==> config.mk <==
export PLATFORM = sky130hd
export DESIGN_NAME = spi_target_framed
export DESIGN_NICKNAME = d
export VERILOG_FILES = /design/src/rtl/spi_pkg.sv /design/src/rtl/spi_sync_edge.sv /design/src/rtl/spi_target_framed.sv
export SDC_FILE = /design/constraint.sdc
export NUM_CORES = 1
export LEC_CHECK = 0
export CAP_MARGIN = 30
export CORE_MARGIN = 1
export CORE_UTILIZATION = 53
export CTS_CLUSTER_DIAMETER = 150
export CTS_CLUSTER_SIZE = 40
export DETAILED_ROUTE_END_ITERATION = 8
export GPL_ROUTABILITY_DRIVEN = 0
export PLACE_DENSITY = 0.79
export REMOVE_ABC_BUFFERS = 1
export SYNTH_ARGS = -nofsm -noshare
export SYNTH_HDL_FRONTEND = slang
export SYNTH_SLANG_ARGS = --single-unit
==> constraint.sdc <==
create_clock -name clk -period 6.71 [get_ports clk]
set_clock_uncertainty 0.2 [all_clocks]
set_input_delay 1.342 -clock clk [delete_from_list [all_inputs] [get_ports clk]]
set_output_delay 1.342 -clock clk [all_outputs]
set_load 0.1 [all_outputs]
==> src/rtl/spi_pkg.sv <==
// spi_pkg: FSM state encoding and SPI mode constants ({CKP,CPH}) shared by the framed SPI target.
package spi_pkg;
  typedef enum logic [1:0] {IDLE, LOAD, SHIFT} state_t;
  localparam logic [1:0] MODE0 = 2'b00;
  localparam logic [1:0] MODE1 = 2'b01;
  localparam logic [1:0] MODE2 = 2'b10;
  localparam logic [1:0] MODE3 = 2'b11;
endpackage

==> src/rtl/spi_sync_edge.sv <==
// spi_sync_edge: multi-flop synchroniser for an asynchronous input with one-cycle rise/fall pulses.
module spi_sync_edge #(
  parameter int   STAGES = 2,
  parameter logic INIT   = 1'b0
) (
  input  logic clk,
  input  logic rst,
  input  logic d,
  output logic q,
  output logic rise,
  output logic fall
);
  logic [STAGES-1:0] sync;
  logic              prev;

  always_ff @(posedge clk or negedge rst) begin
    if (!rst) begin
      sync <= {STAGES{INIT}};
      prev <= INIT;
    end else begin
      sync <= {sync[STAGES-2:0], d};
      prev <= sync[STAGES-1];
    end
  end

  assign q    = sync[STAGES-1];
  assign rise = q & ~prev;
  assign fall = ~q & prev;
endmodule

==> src/rtl/spi_target_framed.sv <==
// spi_target_framed: SPI target that moves DATA_W-bit words per SS frame, with a tx holding register,
// back-to-back words under one SS, and abort/underrun reporting on frame_err.
module spi_target_framed
  import spi_pkg::*;
#(
  parameter int DATA_W      = 8,
  parameter bit LSB_FIRST   = 1'b1,
  parameter int SYNC_STAGES = 2
) (
  input  logic              clk,
  input  logic              rst,
  input  logic              CKP,
  input  logic              CPH,
  input  logic              SS,
  input  logic              SCK,
  input  logic              MOSI,
  output logic              MISO,
  input  logic [DATA_W-1:0] tx_data,
  input  logic              tx_load,
  output logic              tx_ready,
  output logic [DATA_W-1:0] rx_data,
  output logic              rx_valid,
  output logic              busy,
  output logic              frame_err
);
  localparam int CW = $clog2(DATA_W);

  state_t                 state, state_nx;
  logic                   ss_s, ss_rise, ss_fall, sck_s, sck_rise, sck_fall;
  logic [SYNC_STAGES-1:0] mosi_sync;
  logic                   ckp_l, cph_l, pend, urun;
  logic [DATA_W-1:0]      sr, rx_sr, hold, next_word, rx_nx;
  logic [CW-1:0]          cnt;
  logic                   sck_edge, lead, trail, in_shift, samp, launch, reload, take, last, abort;

  function automatic logic first_bit(input logic [DATA_W-1:0] x);
    return LSB_FIRST ? x[0] : x[DATA_W-1];
  endfunction

  spi_sync_edge #(.STAGES(SYNC_STAGES), .INIT(1'b1)) u_ss (
    .clk(clk), .rst(rst), .d(SS), .q(ss_s), .rise(ss_rise), .fall(ss_fall)
  );

  spi_sync_edge #(.STAGES(SYNC_STAGES), .INIT(1'b0)) u_sck (
    .clk(clk), .rst(rst), .d(SCK), .q(sck_s), .rise(sck_rise), .fall(sck_fall)
  );

  assign sck_edge  = sck_rise | sck_fall;
  assign lead      = sck_edge && (sck_s != ckp_l);
  assign trail     = sck_edge && (sck_s == ckp_l);
  assign in_shift  = state == SHIFT && !ss_s;
  assign samp      = in_shift && (cph_l ? trail : lead);
  assign launch    = in_shift && (cph_l ? lead : trail);
  // A launch edge right after a completed word starts the next word from the holding register
  assign reload    = state == LOAD || (launch && pend);
  assign take      = tx_load && (tx_ready || reload);
  assign next_word = tx_ready ? '0 : hold;
  assign rx_nx     = LSB_FIRST ? {mosi_sync[SYNC_STAGES-1], rx_sr[DATA_W-1:1]}
                               : {rx_sr[DATA_W-2:0], mosi_sync[SYNC_STAGES-1]};
  assign last      = cnt == CW'(DATA_W - 1);
  assign abort     = state == SHIFT && ss_rise && cnt != '0;
  assign busy      = state != IDLE;
  assign MISO      = ss_s ? 1'b0 : state == LOAD ? first_bit(next_word) : state == SHIFT ? first_bit(sr) : 1'b0;

  always_comb begin
    state_nx = state == IDLE ? (ss_fall ? LOAD : IDLE) : state == LOAD ? SHIFT : (ss_s ? IDLE : SHIFT);
  end

  always_ff @(posedge clk or negedge rst) begin
    if (!rst) state <= IDLE;
    else state <= state_nx;
  end

  always_ff @(posedge clk or negedge rst) begin
    if (!rst) begin
      mosi_sync <= '0;
      ckp_l     <= 1'b0;
      cph_l     <= 1'b0;
      sr        <= '0;
      rx_sr     <= '0;
      hold      <= '0;
      tx_ready  <= 1'b1;
      cnt       <= '0;
      pend      <= 1'b0;
      urun      <= 1'b0;
      rx_data   <= '0;
      rx_valid  <= 1'b0;
      frame_err <= 1'b0;
    end else begin
      mosi_sync <= {mosi_sync[SYNC_STAGES-2:0], MOSI};
      rx_valid  <= samp && last;
      // A back-to-back underrun is only reported once the new word actually gets sampled
      frame_err <= (state == LOAD && tx_ready) || abort || (samp && urun);
      if (state == IDLE) begin
        ckp_l <= CKP;
        cph_l <= CPH;
      end
      if (reload) sr <= next_word;
      else if (launch && cnt != '0) sr <= LSB_FIRST ? sr >> 1 : sr << 1;
      if (take) begin
        hold     <= tx_data;
        tx_ready <= 1'b0;
      end else if (reload) tx_ready <= 1'b1;
      if (state != SHIFT) begin
        cnt  <= '0;
        pend <= 1'b0;
        urun <= 1'b0;
      end else if (samp) begin
        rx_sr <= rx_nx;
        cnt   <= last ? '0 : cnt + 1'b1;
        pend  <= last;
        urun  <= 1'b0;
        if (last) rx_data <= rx_nx;
      end else if (launch) begin
        pend <= 1'b0;
        if (pend) urun <= tx_ready;
      end
    end
  end
endmodule
==> flow_metrics.env, run 1 <==
export IMPL_drt_iter0_markers=28
export IMPL_io_pins=29
export IMPL_die_w_um=64.7
export IMPL_startpoint="state[1]$_DFF_PN0_"
export IMPL_dr_pass1_iters=4
export IMPL_cpMaxStageDelayCell="clkdlybuf4s50_1"
export IMPL_most_common_layout_cells="dfrtp_1 (47), nand2_1 (34), clkdlybuf4s50_1 (27), mux2_2 (18), mux2i_1 (14)"
export IMPL_num_rows=22
export IMPL_cts_buffers=5
export IMPL_layout_setup_ws_ps=2690
export IMPL_worst_slew_pin_slew_ps=980
export IMPL_period_share_pct=59.9
export IMPL_irDropWorstVdd_mv=0.188
export IMPL_hold_depth=0
export IMPL_post_place_ws_ps=3000
export IMPL_cts_setup_buffers=0
export IMPL_synth_warning_count=0
export IMPL_ys_types=30
export IMPL_viasPerCell=5.17
export IMPL_timing_setup_tns_ps=0
export IMPL_die_area_sq_um=4190
export IMPL_drcViolationCount=0
export IMPL_cts_sinks=51
export IMPL_cpPeakStageDelay_ps=1130
export IMPL_status="finished, final reports clean"
export IMPL_clk_path_buf_depth=2
export IMPL_relSlewSlack_pct=34.4
export IMPL_num_antenna_cells=0
export IMPL_hold_violations=0
export IMPL_critical_path_max_fanout=5
export IMPL_pwr_density_cell_nw_per_um2=337
export IMPL_die_h_um=64.7
export IMPL_crit_arrival_ps=2480
export IMPL_power_total_uw=856
export IMPL_cp_data_required_time_ps=5170
export IMPL_crit_path_end_kind="primary output"
export IMPL_worstHoldPathType="register to register"
export IMPL_path_cells="nor2b_1 -> a32oi_1 -> nor2_1 -> clkdlybuf4s50_1"
export IMPL_holdPathEnd="u_ss.sync[1]$_DFF_PN1_"
export IMPL_fin_nets=221
export IMPL_yosysSeqAreaShare_pct=61.4
export IMPL_grt_ovfl_total=0
export IMPL_syn_avg_cell_area_sq_um=12.3
export IMPL_hold_slack_ps=155
export IMPL_initial_core_util_pct=56.1
export IMPL_p_leak_uw=0.00122
export IMPL_grt_pass1_wl_um=6730
export IMPL_clock_root_buffer="clkbuf_8"
export IMPL_drtAntennaViolNets=0
export IMPL_hold_buffers=0
export IMPL_drv_slew=0
export IMPL_post_route_min_period_ps=4020
export IMPL_clkLatencyLatePin_ps=290
export IMPL_antenna_found_initial=0
export IMPL_path_clk_slew_ps=90
export IMPL_path_class="register to primary output"
export IMPL_drv_cap=0
export IMPL_port_buffers=28
export IMPL_dp_hpwl_um=2840
export IMPL_reg2reg_to="rx_data[1]$_DFFE_PN0P_"
export IMPL_synth_seq_cells=51
export IMPL_reg2reg_slack_ps=4320
export IMPL_ctsResizeCount=0
export IMPL_grt_usage_pct=21.5
export IMPL_synthToLayoutAreaGrowth_pct=21.7
export IMPL_reg2regPathDepth=4
export IMPL_fmax_ghz=0.249
export IMPL_h_tree_depth=2
export IMPL_vias=1298
export IMPL_syn_inst=169
export IMPL_final_layout_size_suffix_gt1_share_pct=19.2
export IMPL_hold_path_startpoint="u_ss.sync[0]$_DFF_PN1_"
export IMPL_reg2reg_from="state[1]$_DFF_PN0_"
export IMPL_final_common_cell="dfrtp_1"
export IMPL_worst_setup_path_start_kind="register"
export IMPL_grt_pass1_vias=1445
export IMPL_synth_ff_type="dfrtp_1"
export IMPL_grt_max_degree=27
export IMPL_post_route_util_pct=68.3
export IMPL_cts_tree="yes"
export IMPL_rsz0062_at_grt="false"
export IMPL_core_area_sq_um=3720
export IMPL_setup_viol=0
export IMPL_async_reset_ff_share_pct=100
export IMPL_synth_cell_area_sq_um=2090
export IMPL_wire_per_inst_um=15.4
export IMPL_totalWireLength_um=3870
export IMPL_synth_edf_count=0
-- synth_stat cells, drive strengths merged (3+ instances only) --
cell	count	share of area (%)
ha	3	1.8
nand2	35	6.4
o21ai	4	0.96
mux2i	14	6.7
buf	3	0.72
a21oi	8	1.9
dfstp	4	5.0
inv	6	1.1
dfrtp	47	56
nor2	3	0.54
mux2	19	10
nor2b	5	1.5
-- logic make-up (layout without fill, tap and decap cells) --
family | Yosys count | after routing | share of synthesized area, %
AOI/OAI and AO/OA | 15 | 15 | 4.80
xor gates and xnor gates | 1 | 1 | 0.420
adders and majority gates | 3 | 3 | 1.80
buffers and inverters | 11 | 45 | 2.16
DFF | 51 | 51 | 61.4
muxes | 33 | 33 | 17.2
and+or+nand+nor | 55 | 55 | 12.2
-- worst max-delay path: cells and delay by family (launching register included) --
family                 cells  cell delay [ps]
DFF                        1              430
and+or+nand+nor            2              450
AOI/OAI and AO/OA          1              160
buffers and inverters      1             1130
-- sequential cells by signal, summed over array words and instances (netlist names) --
signal / cells
ckp_l: 1
mosi_sync: 2
rx_data: 8
rx_valid: 1
cnt: 3
tx_ready: 1
cph_l: 1
urun: 1
u_sck.sync: 2
state: 2
u_sck.prev: 1
rx_sr: 7
pend: 1
u_ss.prev: 1
hold: 8
u_ss.sync: 2
sr: 8
frame_err: 1
-- power breakdown --
group          internal (uW)  leakage [uW]  switching (uW)
clock network           94.2     0.0000515            91.2
logic                    103      0.000523             134
registers                383      0.000648            51.7
-- stage by stage --
step | cell area, sq um | std cells
global placement | 2400 | 241
detailed placement | 2430 | 242
finish | 2540 | 251
CTS | 2530 | 250
global route | 2540 | 251
floorplan | 2070 | 165
-- layout make-up --
type	count	area, sq um
fill	290	1180
sequential	51	1280
inverter	7	26.3
timing repair buffer	30	310
tap	48	60.1
clock buffer	8	100
multi-input combinational	107	759
-- layer usage --
metal	up-vias	wire length (um)	global-route usage, %
met5	-	0	0
met4	0	37	6.67
met3	4	131	6.34
met2	25	2000	35.7
met1	641	1700	26.9
li1	628	-	-
-- how the worst max path moves through the flow --
stage / end / slack (ps)
final: MISO / 2690
after global routing: MISO / 2600
after CTS: MISO / 2660
after detailed placement: MISO / 3000
after global placement: MISO / 3080
after floorplan: MISO / 3040
(Power assumes the default switching activity.)
==> run 2: changes to the inputs <==
clock period = 3.7 ns   (was 6.71 ns; I/O delays follow)
==> flow_metrics.env, run 2 (synthesis results as in run 1) <==
export IMPL_status="finished, final reports clean"
export IMPL_core_area_sq_um=3720
export IMPL_irDropWorstVdd_mv=0.299
export IMPL_path_class="register to primary output"
export IMPL_cpMaxStageDelayCell="clkdlybuf4s50_1"
export IMPL_die_w_um=64.7
export IMPL_grt_ovfl_total=0
export IMPL_largest_registers="hold x8, rx_data x8, sr x8"
export IMPL_power_internal_uw=1050
export IMPL_path_buf_inv=2
export IMPL_grt_max_degree=33
export IMPL_path_clk_slew_ps=80
export IMPL_dr_pass1_iters=6
export IMPL_final_layout_size_suffix_gt1_share_pct=20.2
export IMPL_most_common_layout_cells="dfrtp_1 (47), nand2_1 (34), clkdlybuf4s50_1 (25), mux2_2 (18), mux2i_1 (14)"
export IMPL_initial_core_util_pct=56.1
export IMPL_grt_pass1_vias=1416
export IMPL_met3_length_um=102
export IMPL_cts_buffers=5
export IMPL_worstHoldPathType="register to register"
export IMPL_seq_area_sq_um=1280
export IMPL_num_antenna_cells=0
export IMPL_num_rows=22
export IMPL_final_common_cell="dfrtp_1"
export IMPL_netSwitchingFraction_pct=32.4
export IMPL_die_h_um=64.7
export IMPL_relSlewSlack_pct=35.3
export IMPL_power_switching_uw=504
export IMPL_totalWireLength_um=3640
export IMPL_clk_path_buf_depth=2
export IMPL_fmax_ghz=0.336
export IMPL_multiInputGateArea_sq_um=759
export IMPL_fin_nets=221
export IMPL_antenna_found_initial=0
export IMPL_ctsResizeCount=0
export IMPL_critical_path_max_fanout=5
export IMPL_grt_pass1_wl_um=6240
export IMPL_vias=1337
export IMPL_clock_root_buffer="clkbuf_8"
export IMPL_p_leak_uw=0.00122
export IMPL_cts_setup_buffers=0
export IMPL_port_buffers=28
export IMPL_drt_iter0_markers=37
export IMPL_wl_met2_um=2030
export IMPL_clkLatencyLatePin_ps=290
export IMPL_startpoint="state[1]$_DFF_PN0_"
export IMPL_pwr_share_clk_pct=21.5
export IMPL_h_tree_depth=2
export IMPL_worst_setup_path_start_kind="register"
export IMPL_p_comb_share_pct=27.9
export IMPL_drcViolationCount=0
export IMPL_viasPerCell=5.33
export IMPL_cpPeakStageDelay_ps=970
export IMPL_dp_hpwl_um=2710
export IMPL_fill_cells=283
export IMPL_rsz0062_at_grt="false"
export IMPL_wire_per_inst_um=14.5
export IMPL_io_pins=29
export IMPL_crit_arrival_ps=2040
export IMPL_hold_buffers=0
export IMPL_drv_cap=0
export IMPL_highest_layer="met4"
export IMPL_grt_usage_pct=19.8
export IMPL_cp_data_required_time_ps=2760
export IMPL_met1_length_um=1480
export IMPL_pwr_density_cell_nw_per_um2=615
export IMPL_cts_sinks=51
export IMPL_hold_violations=0
export IMPL_crit_path_end_kind="primary output"
export IMPL_synthToLayoutAreaGrowth_pct=21.1
export IMPL_hold_path_startpoint="u_ss.sync[0]$_DFF_PN1_"
export IMPL_worst_slew_pin_slew_ps=967
export IMPL_cts_tree="yes"
export IMPL_die_area_sq_um=4190
export IMPL_drv_slew=0
export IMPL_reg2reg_from="state[0]$_DFF_PN0_"
export IMPL_timing_setup_tns_ps=0
export IMPL_period_share_pct=80.5
export IMPL_drtAntennaViolNets=0
export IMPL_setup_viol=0
export IMPL_path_cells="nor2_1 -> inv_1 -> clkdlybuf4s50_1"
export IMPL_power_total_uw=1550
export IMPL_post_route_min_period_ps=2980
export IMPL_seqPwrFrac_pct=50.6
export IMPL_crit_family="buffers and inverters"
[run 2: changes by cell type in the layout (fill, tap and decap cells not counted)]
cell             before  now
buf_12                0    1
buf_16                1    0
buf_4                 1    3
clkdlybuf4s50_1      27   25
[run 2: path summary, 6_finish.rpt]
| kind | slack, ps | cells after the start | end |
|---|---|---|---|
| max in group asynchronous | 2540 | 2 | u_ss.sync[0]$_DFF_PN1_ |
| min in group asynchronous | 180 | 1 | sr[0]$_DFFE_PN0P_ |
| max reg2reg | 1220 | 4 | rx_data[0]$_DFFE_PN0P_ |
| max | 720 | 3 | busy |
| min reg2reg | 160 | 0 | u_ss.sync[1]$_DFF_PN1_ |
| min | 160 | 0 | u_ss.sync[1]$_DFF_PN1_ |
[run 2: area by class of cell]
cell class | count | area share [%]
inverters | 7 | 1.04
flip-flops and latches | 51 | 50.7
clock buffers | 8 | 3.96
repair buffers | 30 | 11.8
well taps | 48 | 2.38
multi-input cells | 107 | 30.1
[run 2: per-layer routing]
metal / global-route usage (%) / vias to the layer above
li1: - / 630
met1: 22.2 / 679
met2: 36.8 / 24
met3: 4.23 / 4
met4: 6.67 / 0
met5: 0 / -
[run 2: stage by stage]
step | worst slack (ps) | hold slack [ps] | cell area, sq um | utilization [%] | instances
after floorplan | 628 | 131 | 2070 | - | 165
after global placement | 1110 | 134 | 2400 | 64.5 | 241
after detailed placement | 1040 | 145 | 2420 | 65.3 | 243
after CTS | 714 | 162 | 2520 | 67.9 | 251
after global routing | 628 | 163 | 2520 | 67.9 | 251
final | 723 | 160 | 2520 | 67.9 | 251
[run 2: power by group through the flow]
stage               Sequential, uW  Combinational [uW]  Clock, uW
global placement               781                 405          0
floorplan                      781                 313          0
detailed placement             793                 437          0
CTS                            783                 438        344
finish                         785                 433        334
global route                   801                 470        369
==> run 3: changes to the inputs <==
clock period = 2.8 ns   (was 3.7 ns; I/O delays follow)
==> flow_metrics.env, run 3 (synthesis results as in run 1) <==
export IMPL_rsz0062_at_grt="false"
export IMPL_worst_slew_pin_slew_ps=673
export IMPL_cp_data_required_time_ps=2040
export IMPL_worst_setup_path_start_kind="register"
export IMPL_drv_cap=0
export IMPL_timing_setup_tns_ps=0
export IMPL_worstHoldPathType="input pin to async pin"
export IMPL_critical_path_max_fanout=10
export IMPL_antenna_found_initial=0
export IMPL_cts_tree="yes"
export IMPL_drv_slew=0
export IMPL_dp_hpwl_um=2510
export IMPL_fin_nets=221
export IMPL_irDropWorstVdd_mv=0.373
export IMPL_vias=1340
export IMPL_die_w_um=64.7
export IMPL_final_layout_size_suffix_gt1_share_pct=25.1
export IMPL_path_class="register to primary output"
export IMPL_hold_violations=0
export IMPL_initial_core_util_pct=56.1
export IMPL_grt_pass1_vias=1422
export IMPL_hold_slack_ps=140
export IMPL_num_antenna_cells=0
export IMPL_viasPerCell=5.34
export IMPL_placed_area_sq_um=2400
export IMPL_startpoint="tx_ready$_DFFE_PN1P_"
export IMPL_die_h_um=64.7
export IMPL_clock_root_buffer="clkbuf_8"
export IMPL_p_leak_uw=0.00123
export IMPL_fmax_ghz=0.404
export IMPL_ctsResizeCount=0
export IMPL_cts_setup_buffers=0
export IMPL_largest_registers="hold x8, rx_data x8, sr x8"
export IMPL_dr_pass1_iters=4
export IMPL_relSlewSlack_pct=55.0
export IMPL_drcViolationCount=0
export IMPL_wire_per_inst_um=13.9
export IMPL_post_place_ws_ps=461
export IMPL_totalWireLength_um=3500
export IMPL_grt_ovfl_total=0
export IMPL_crit_arrival_ps=1710
export IMPL_status="finished, final reports clean"
export IMPL_pwr_density_cell_nw_per_um2=803
export IMPL_die_area_sq_um=4190
export IMPL_core_area_sq_um=3720
export IMPL_layout_setup_ws_ps=326
export IMPL_final_cell_area_sq_um=2480
export IMPL_grt_pass1_wl_um=6200
export IMPL_post_route_min_period_ps=2470
export IMPL_reg2reg_from="state[0]$_DFF_PN0_"
export IMPL_cts_buffers=5
export IMPL_io_pins=29
export IMPL_final_common_cell="dfrtp_1"
export IMPL_synthToLayoutAreaGrowth_pct=18.8
export IMPL_hold_buffers=0
export IMPL_grt_usage_pct=19.8
export IMPL_clkLatencyLatePin_ps=300
export IMPL_grt_max_degree=52
export IMPL_path_clk_slew_ps=80
export IMPL_crit_path_end_kind="primary output"
export IMPL_port_buffers=28
export IMPL_drtAntennaViolNets=0
export IMPL_period_share_pct=88.3
export IMPL_h_tree_depth=2
export IMPL_setup_viol=0
export IMPL_clk_path_buf_depth=2
export IMPL_most_common_layout_cells="dfrtp_1 (47), nand2_1 (34), mux2_2 (18)"
export IMPL_drt_iter0_markers=74
export IMPL_num_rows=22
export IMPL_cts_sinks=51
-- run 3: changes by cell type in the layout (fill, tap and decap cells not counted) --
cell / previous run / this run
clkinv_2: 0 / 1
clkbuf_8: 7 / 5
clkdlybuf4s50_1: 25 / 14
buf_4: 3 / 14
clkbuf_1: 1 / 2
-- run 3: metal layers --
layer	GRT usage, %	share of wire, %	up-vias
met5	0	0	-
met4	11.1	2.0	0
met3	3.87	4.7	9
met2	34.2	53	42
met1	22.7	40	661
li1	-	-	628
-- run 3: path summary, 6_finish.rpt --
| check | cells after the start | end | slack [ps] |
|---|---|---|---|
| max in group asynchronous | 2 | ckp_l$_DFFE_PN0P_ | 1850 |
| hold reg to reg | 0 | u_sck.sync[1]$_DFF_PN0_ | 150 |
| setup / recovery | 4 | MISO | 330 |
| hold / removal | 2 | hold[0]$_DFFE_PN0P_ | 140 |
| min in group clk | 0 | u_sck.sync[1]$_DFF_PN0_ | 150 |
| setup reg to reg | 4 | rx_data[0]$_DFFE_PN0P_ | 430 |
-- run 3: through the flow --
stage | utilization, % | power (uW) | cells
after floorplan | - | 1450 | 165
after global routing | 66.7 | 2110 | 251
after detailed placement | 64.5 | 1620 | 243
after global placement | 64.5 | 1580 | 243
after CTS | 66.7 | 2010 | 251
final | 66.7 | 1990 | 251
-- run 3: layout make-up --
cell class	instances	area (sq um)
Clock inverter	1	5.00
Fill cell	284	1240
Multi-Input combinational cell	107	759
Inverter	7	26.3
Tap cell	48	60.1
Sequential cell	51	1280
Timing Repair Buffer	30	270
Clock buffer	7	76.3
-- run 3: worst max-delay path, cell delays in order, from the launching register on --
cell	delay, ps
dfstp_2	620
clkinv_1	270
a32oi_1	260
nor2_1	90
buf_12	170
-- run 3: power by group --
| group | internal, uW | leakage, uW | switching, uW |
|---|---|---|---|
| clock | 175 | 0.0000422 | 219 |
| combinational | 247 | 0.000544 | 318 |
| sequential | 917 | 0.000648 | 114 |
| total | 1340 | 0.00123 | 652 |
